[src/rtl/matrix_pkg.sv]
// Shared constants and types for the matrix arithmetic datapath: element/bus
// widths, the operand bus type and the loader FSM encoding.
package matrix_pkg;

  localparam int ELEM_W      = 8;
  localparam int MAT_ELEMS   = 25;
  localparam int MAT_W       = ELEM_W * MAT_ELEMS;
  localparam int WORD_W      = 32;
  localparam int LAST_A_WORD = 6;
  localparam int LAST_B_WORD = 13;
  localparam int WCNT_W      = 4;

  typedef logic [MAT_W-1:0] mat_bus_t;

  typedef enum logic [1:0] {
    FILL_A = 2'd0,
    FILL_B = 2'd1,
    HOLD   = 2'd2
  } load_state_t;

endpackage

[src/rtl/matrix_frame_loader_word_to_elems.sv]
// Byte-slot writer: merges one accepted 32-bit word into a staged matrix at
// the element slots owned by the current word index.
module word_to_elems
  import matrix_pkg::*;
#(
  parameter int BASE = 0
) (
  input  logic              we,
  input  logic [WCNT_W-1:0] wcnt,
  input  logic [WORD_W-1:0] wr_data,
  input  mat_bus_t          cur,
  output mat_bus_t          nxt
);

  generate
    for (genvar gi = 0; gi < MAT_ELEMS; gi++) begin : g_elem
      localparam int WORD = gi / 4;
      localparam int LANE = gi % 4;
      // Element 24 takes only byte 0 of the last word; its upper lanes map nowhere.
      assign nxt[ELEM_W*gi +: ELEM_W] =
        (we && (wcnt == WCNT_W'(BASE + WORD))) ? wr_data[ELEM_W*LANE +: ELEM_W]
                                               : cur[ELEM_W*gi +: ELEM_W];
    end
  endgenerate

endmodule

[src/rtl/matrix_frame_loader.sv]
// Double-buffered loader of two 5x5 int8 operand matrices from a 32-bit word
// stream. Optional sticky error detection is enabled with LOAD_ERR_EN.
module matrix_frame_loader
  import matrix_pkg::*;
#(
  parameter int ELEMS = 25
) (
  input  logic               clk,
  input  logic               rst,
  input  logic               wr_valid,
  input  logic [31:0]        wr_data,
  output logic               wr_ready,
  input  logic               flush,
  output logic [8*ELEMS-1:0] mat_a,
  output logic [8*ELEMS-1:0] mat_b,
  output logic               mat_valid,
  input  logic               mat_ready,
  output logic [7:0]         frame_cnt,
  output logic               load_err
);

  localparam int WORDS  = (ELEMS + 3) / 4;
  localparam int LAST_A = WORDS - 1;
  localparam int LAST_B = 2 * WORDS - 1;

  load_state_t       state_reg, state_next;
  logic [WCNT_W-1:0] wcnt_reg;
  mat_bus_t          stg_a_reg, stg_b_reg, stg_a_next, stg_b_next;
  mat_bus_t          mat_a_reg, mat_b_reg;
  logic              mat_valid_reg;
  logic [7:0]        frame_cnt_reg;
  logic              full, accept, commit;

  assign full   = (state_reg == HOLD);
  assign accept = wr_valid && !full && !flush;
  // Flush outranks commit so a staged frame can be discarded from HOLD.
  assign commit = full && (!mat_valid_reg || mat_ready) && !flush;

  word_to_elems #(.BASE(0)) u_wr_a (
    .we      (accept),
    .wcnt    (wcnt_reg),
    .wr_data (wr_data),
    .cur     (stg_a_reg),
    .nxt     (stg_a_next)
  );

  word_to_elems #(.BASE(LAST_A_WORD + 1)) u_wr_b (
    .we      (accept),
    .wcnt    (wcnt_reg),
    .wr_data (wr_data),
    .cur     (stg_b_reg),
    .nxt     (stg_b_next)
  );

  always_ff @(posedge clk) begin
    if (rst) begin
      state_reg <= FILL_A;
    end else begin
      state_reg <= state_next;
    end
  end

  always_comb begin
    state_next = state_reg;
    if (flush) begin
      state_next = FILL_A;
    end else begin
      case (state_reg)
        FILL_A: if (accept && wcnt_reg == WCNT_W'(LAST_A)) state_next = FILL_B;
        FILL_B: if (accept && wcnt_reg == WCNT_W'(LAST_B)) state_next = HOLD;
        HOLD:   if (commit) state_next = FILL_A;
        default: state_next = FILL_A;
      endcase
    end
  end

  always_ff @(posedge clk) begin
    if (rst) begin
      wcnt_reg      <= '0;
      stg_a_reg     <= '0;
      stg_b_reg     <= '0;
      mat_a_reg     <= '0;
      mat_b_reg     <= '0;
      mat_valid_reg <= 1'b0;
      frame_cnt_reg <= '0;
    end else begin
      stg_a_reg <= stg_a_next;
      stg_b_reg <= stg_b_next;

      if (flush) begin
        wcnt_reg <= '0;
      end else if (accept) begin
        wcnt_reg <= (wcnt_reg == WCNT_W'(LAST_B)) ? '0 : wcnt_reg + 1'b1;
      end

      if (commit) begin
        mat_a_reg     <= stg_a_reg;
        mat_b_reg     <= stg_b_reg;
        mat_valid_reg <= 1'b1;
        frame_cnt_reg <= frame_cnt_reg + 8'd1;
      end else if (mat_valid_reg && mat_ready) begin
        mat_valid_reg <= 1'b0;
      end
    end
  end

  assign wr_ready  = !full;
  assign mat_a     = mat_a_reg;
  assign mat_b     = mat_b_reg;
  assign mat_valid = mat_valid_reg;
  assign frame_cnt = frame_cnt_reg;

`ifdef LOAD_ERR_EN
  logic load_err_reg;

  always_ff @(posedge clk) begin
    if (rst) begin
      load_err_reg <= 1'b0;
    end else if ((accept && (wcnt_reg == WCNT_W'(LAST_A) || wcnt_reg == WCNT_W'(LAST_B))
                  && (|wr_data[31:8])) || (wr_valid && full)) begin
      load_err_reg <= 1'b1;
    end
  end

  assign load_err = load_err_reg;
`else
  assign load_err = 1'b0;
`endif

endmodule

[config.mk]
export PLATFORM = sky130hd
export DESIGN_NAME = matrix_frame_loader
export DESIGN_NICKNAME = d
export VERILOG_FILES = /design/src/rtl/matrix_pkg.sv /design/src/rtl/matrix_frame_loader_word_to_elems.sv /design/src/rtl/matrix_frame_loader.sv
export SDC_FILE = /design/constraint.sdc
export NUM_CORES = 2
export LEC_CHECK = 0
export BUFFER_PORTS_ARGS = -buffer_cell sky130_fd_sc_hd__buf_4
export CAP_MARGIN = 10
export CELL_PAD_IN_SITES_DETAIL_PLACEMENT = 0
export CELL_PAD_IN_SITES_GLOBAL_PLACEMENT = 1
export CORE_MARGIN = 5
export CORE_UTILIZATION = 44
export DETAILED_ROUTE_END_ITERATION = 10
export GPL_ROUTABILITY_DRIVEN = 0
export PLACE_DENSITY_LB_ADDON = 0.1
export REMOVE_ABC_BUFFERS = 1
export SKIP_LAST_GASP = 1
export SLEW_MARGIN = 20
export SYNTH_ARGS = -nofsm -noshare
export SYNTH_HDL_FRONTEND = slang
export SYNTH_SLANG_ARGS = --single-unit
export TNS_END_PERCENT = 10
[constraint.sdc]
create_clock -name clk -period 3.45 [get_ports clk]
set_clock_uncertainty 0.1 [all_clocks]
set_input_delay 0.345 -clock clk [delete_from_list [all_inputs] [get_ports clk]]
set_output_delay 0.345 -clock clk [all_outputs]
set_load 0.02 [all_outputs]
==> run metrics <==
status finished clean; IO buf count 446; Combinational Power Share 0.025; CTS tree yes; largest net degree at the start of global routing 163; Longest Clk Path Bufs 3; sequential power share 0.515; Syn Area/Cell 7.87 sq um; Die Wd 264 microns; design area 34,900 sq um; crit-path leading delay family simple AND/OR/NAND/NOR gates; Min-Delay Path Class in -> reg; Largest stage delay, worst path 0.92 ns; Slew HR 0.402; effective utilization at floorplan 0.443; Final Setup Violations 0; H-tree levels 3; Peak VDD IR 342 uV; Die Ht 264 microns; CTS root buffer clkbuf_16; Setup CP Type reg -> reg; f_max 421 MHz; DIE AREA 69,700 sq um; clk_lat worst skew 0.61 ns; Pre-antenna DRT Iters 6; post-synth design cell area 28,400 sq um; std cell rows 93; io pins 448; drt drc 0; Clock Sinks 815; Total Power 18,400 uW; sequential cell area fraction in the yosys report 0.575; Clk pin slew, worst setup/hold paths 0.07 ns; Static Leak 0.0125 uW; DP HPWL 56.2 mm; Setup WS post-layout 1.07 ns; gr usage total 0.249; Routed wire per std cell 18.9 microns; Netlist cell types 37; final worst path period share 0.689; internal power 14,400 uW; Yosys reg bits 815; gr ovfl total 0; unrepaired setup endpoints after global routing false; Critical Path RT 3.88 ns; endpoints failing hold 0; worst-path cell chain nor2b_1 -> and4_2 -> nand2_1 -> a21oi_1; fraction of layout cells with a size suffix above 1 0.158; Critical Path AT 2.80 ns; worst-margin pin slew 0.897 ns; first-pass GRT wire length 139 mm; Critical Path Sink Type flip-flop; post-CTS sizing 0; Post-Route WL 91.4 mm; antenna violations before repair 1; nets 3,960; core area 64,100 sq um; vias in the first global route 23,548; Final Critical Period 2.38 ns; clock share of power 0.460; Routed Antenna Nets 0; Worst setup SP type flip-flop; sw frac 0.216; cts bufs inserted 83; Iteration-0 DRC Markers 2,288; critical path fanouts, max 32; slowest CP cell and4_2; PwrDens 525 nW/um^2; synth warn 0; vias per inst 5.17; WP buf/inv 0; DR vias 24,963; Post-Place Cell Area 32,100 sq um; post-synthesis cell count 3,605; Max Cap Violations 0; Layout area overhead 23.2%; Sw Pwr 3970 uW; fin. max-slew vios 0; setup slack at placement 1.13 ns
[power by group through the flow]
stage	clock network (uW)	logic, uW	registers (uW)
2_1_floorplan	0	60.6	9650
3_3_place_gp	0	426	9660
3_5_place_dp	0	430	9660
4_1_cts	8650	462	9450
5_1_grt	9020	493	9450
6_report	8450	462	9450
[kinds of logic after synthesis]
| kind of cell | Yosys count | share of synthesized area |
|---|---|---|
| multiplexers | 17 | 0.00604 |
| XOR/XNOR | 7 | 0.00216 |
| other | 1 | 0.000132 |
| flip-flops | 815 | 0.575 |
| AO/OA/AOI/OAI | 793 | 0.140 |
| adder cells (fa/ha/maj) | 1 | 0.000441 |
| AND/OR/NAND/NOR | 1667 | 0.229 |
| buffers and inverters | 304 | 0.0465 |
[final cells by class]
| type | count | area (sq um) |
|---|---|---|
| clock buffer | 129 | 2450 |
| fill | 6066 | 29200 |
| timing repair buffer | 535 | 4270 |
| multi-input combinational | 2486 | 10800 |
| clock inverter | 9 | 52.6 |
| inverter | 1 | 3.75 |
| sequential | 815 | 16300 |
| antenna | 1 | 2.50 |
| tap | 855 | 1070 |
[cells in the final DEF (no fill, tap or decap), types with 2 or more instances in the layout]
cell,count
dlygate4sd3_1,33
clkbuf_1,28
nor2b_1,7
buf_4,488
nand2_1,1576
and4_1,4
nand3_1,5
and2_1,2
buf_12,13
nand4b_1,2
xnor2_1,6
mux2i_1,16
o31ai_1,2
or2_2,2
clkinv_2,7
dfxtp_1,815
clkbuf_8,16
and4_2,2
nor4_4,7
a21oi_1,787
inv_6,2
clkbuf_16,85
nand2b_1,4
nor4_1,5
nor2_1,32
nand4_1,13
[synthesized netlist by cell type (all sizes together)]
cell type	count	area share
or2	2	0.00044
nand2	1576	0.21
xnor2	6	0.0019
inv	1	0.00013
o31ai	2	0.00053
a211o	1	0.00031
a2111oi	1	0.00031
mux2	1	0.00040
and4	6	0.0019
nor2b	8	0.0019
xor2	1	0.00031
mux2i	16	0.0056
nand2b	4	0.00088
conb	1	0.00013
nand4	14	0.0033
or3	1	0.00022
ha	1	0.00044
o21ai	1	0.00018
o211ai	1	0.00026
dfxtp	815	0.57
nor4b	1	0.00031
nand4b	2	0.00062
nand3	5	0.00088
nor2	32	0.0042
nor4	12	0.0051
and2	2	0.00044
a21oi	787	0.14
clkbuf	169	0.022
buf	134	0.024
nor3	2	0.00075
[tightest hold or removal path, stage by stage]
cell,delay (ns)
buf_4,0.17
nor2_1,0.11
o21ai_0,0.08
a21oi_1,0.04
[per-stage QoR]
stage               cells  utilization  setup TNS (ns)  hold slack (ns)
CTS                  4830        0.545               0           0.0385
finish               4831        0.545               0           0.0897
floorplan            3302            -        -2037.16            0.311
global route         4830        0.545               0           0.0842
detailed placement   4659        0.501               0            0.341
global placement     4659        0.501               0            0.330
[path summary, 6_finish.rpt]
| path | cells after the start | endpoint | start | slack (ns) |
|---|---|---|---|---|
| setup reg to reg | 4 | stg_b_reg[160] | wcnt_reg[2] | 1.07 |
| hold reg to reg | 2 | mat_b[108] | stg_b_reg[108] | 0.35 |
| hold / removal | 4 | wcnt_reg[3] | flush | 0.09 |
| setup / recovery | 4 | stg_b_reg[160] | wcnt_reg[2] | 1.07 |
[routing by layer]
layer	GRT usage	routed length, microns	vias to the layer above
li1	-	-	12186
met1	0.328	38900	11902
met2	0.420	44300	733
met3	0.0400	5480	142
met4	0.0801	2700	0
met5	0	0	-
[timing repair]
| item | in CTS | in global routing |
|---|---|---|
| hold buffers | 33 | 0 |
| hold endpoints to repair | 243 | 0 |
| buffers inserted | 0 | 0 |
Note: power is estimated with default switching activity, not from simulation.
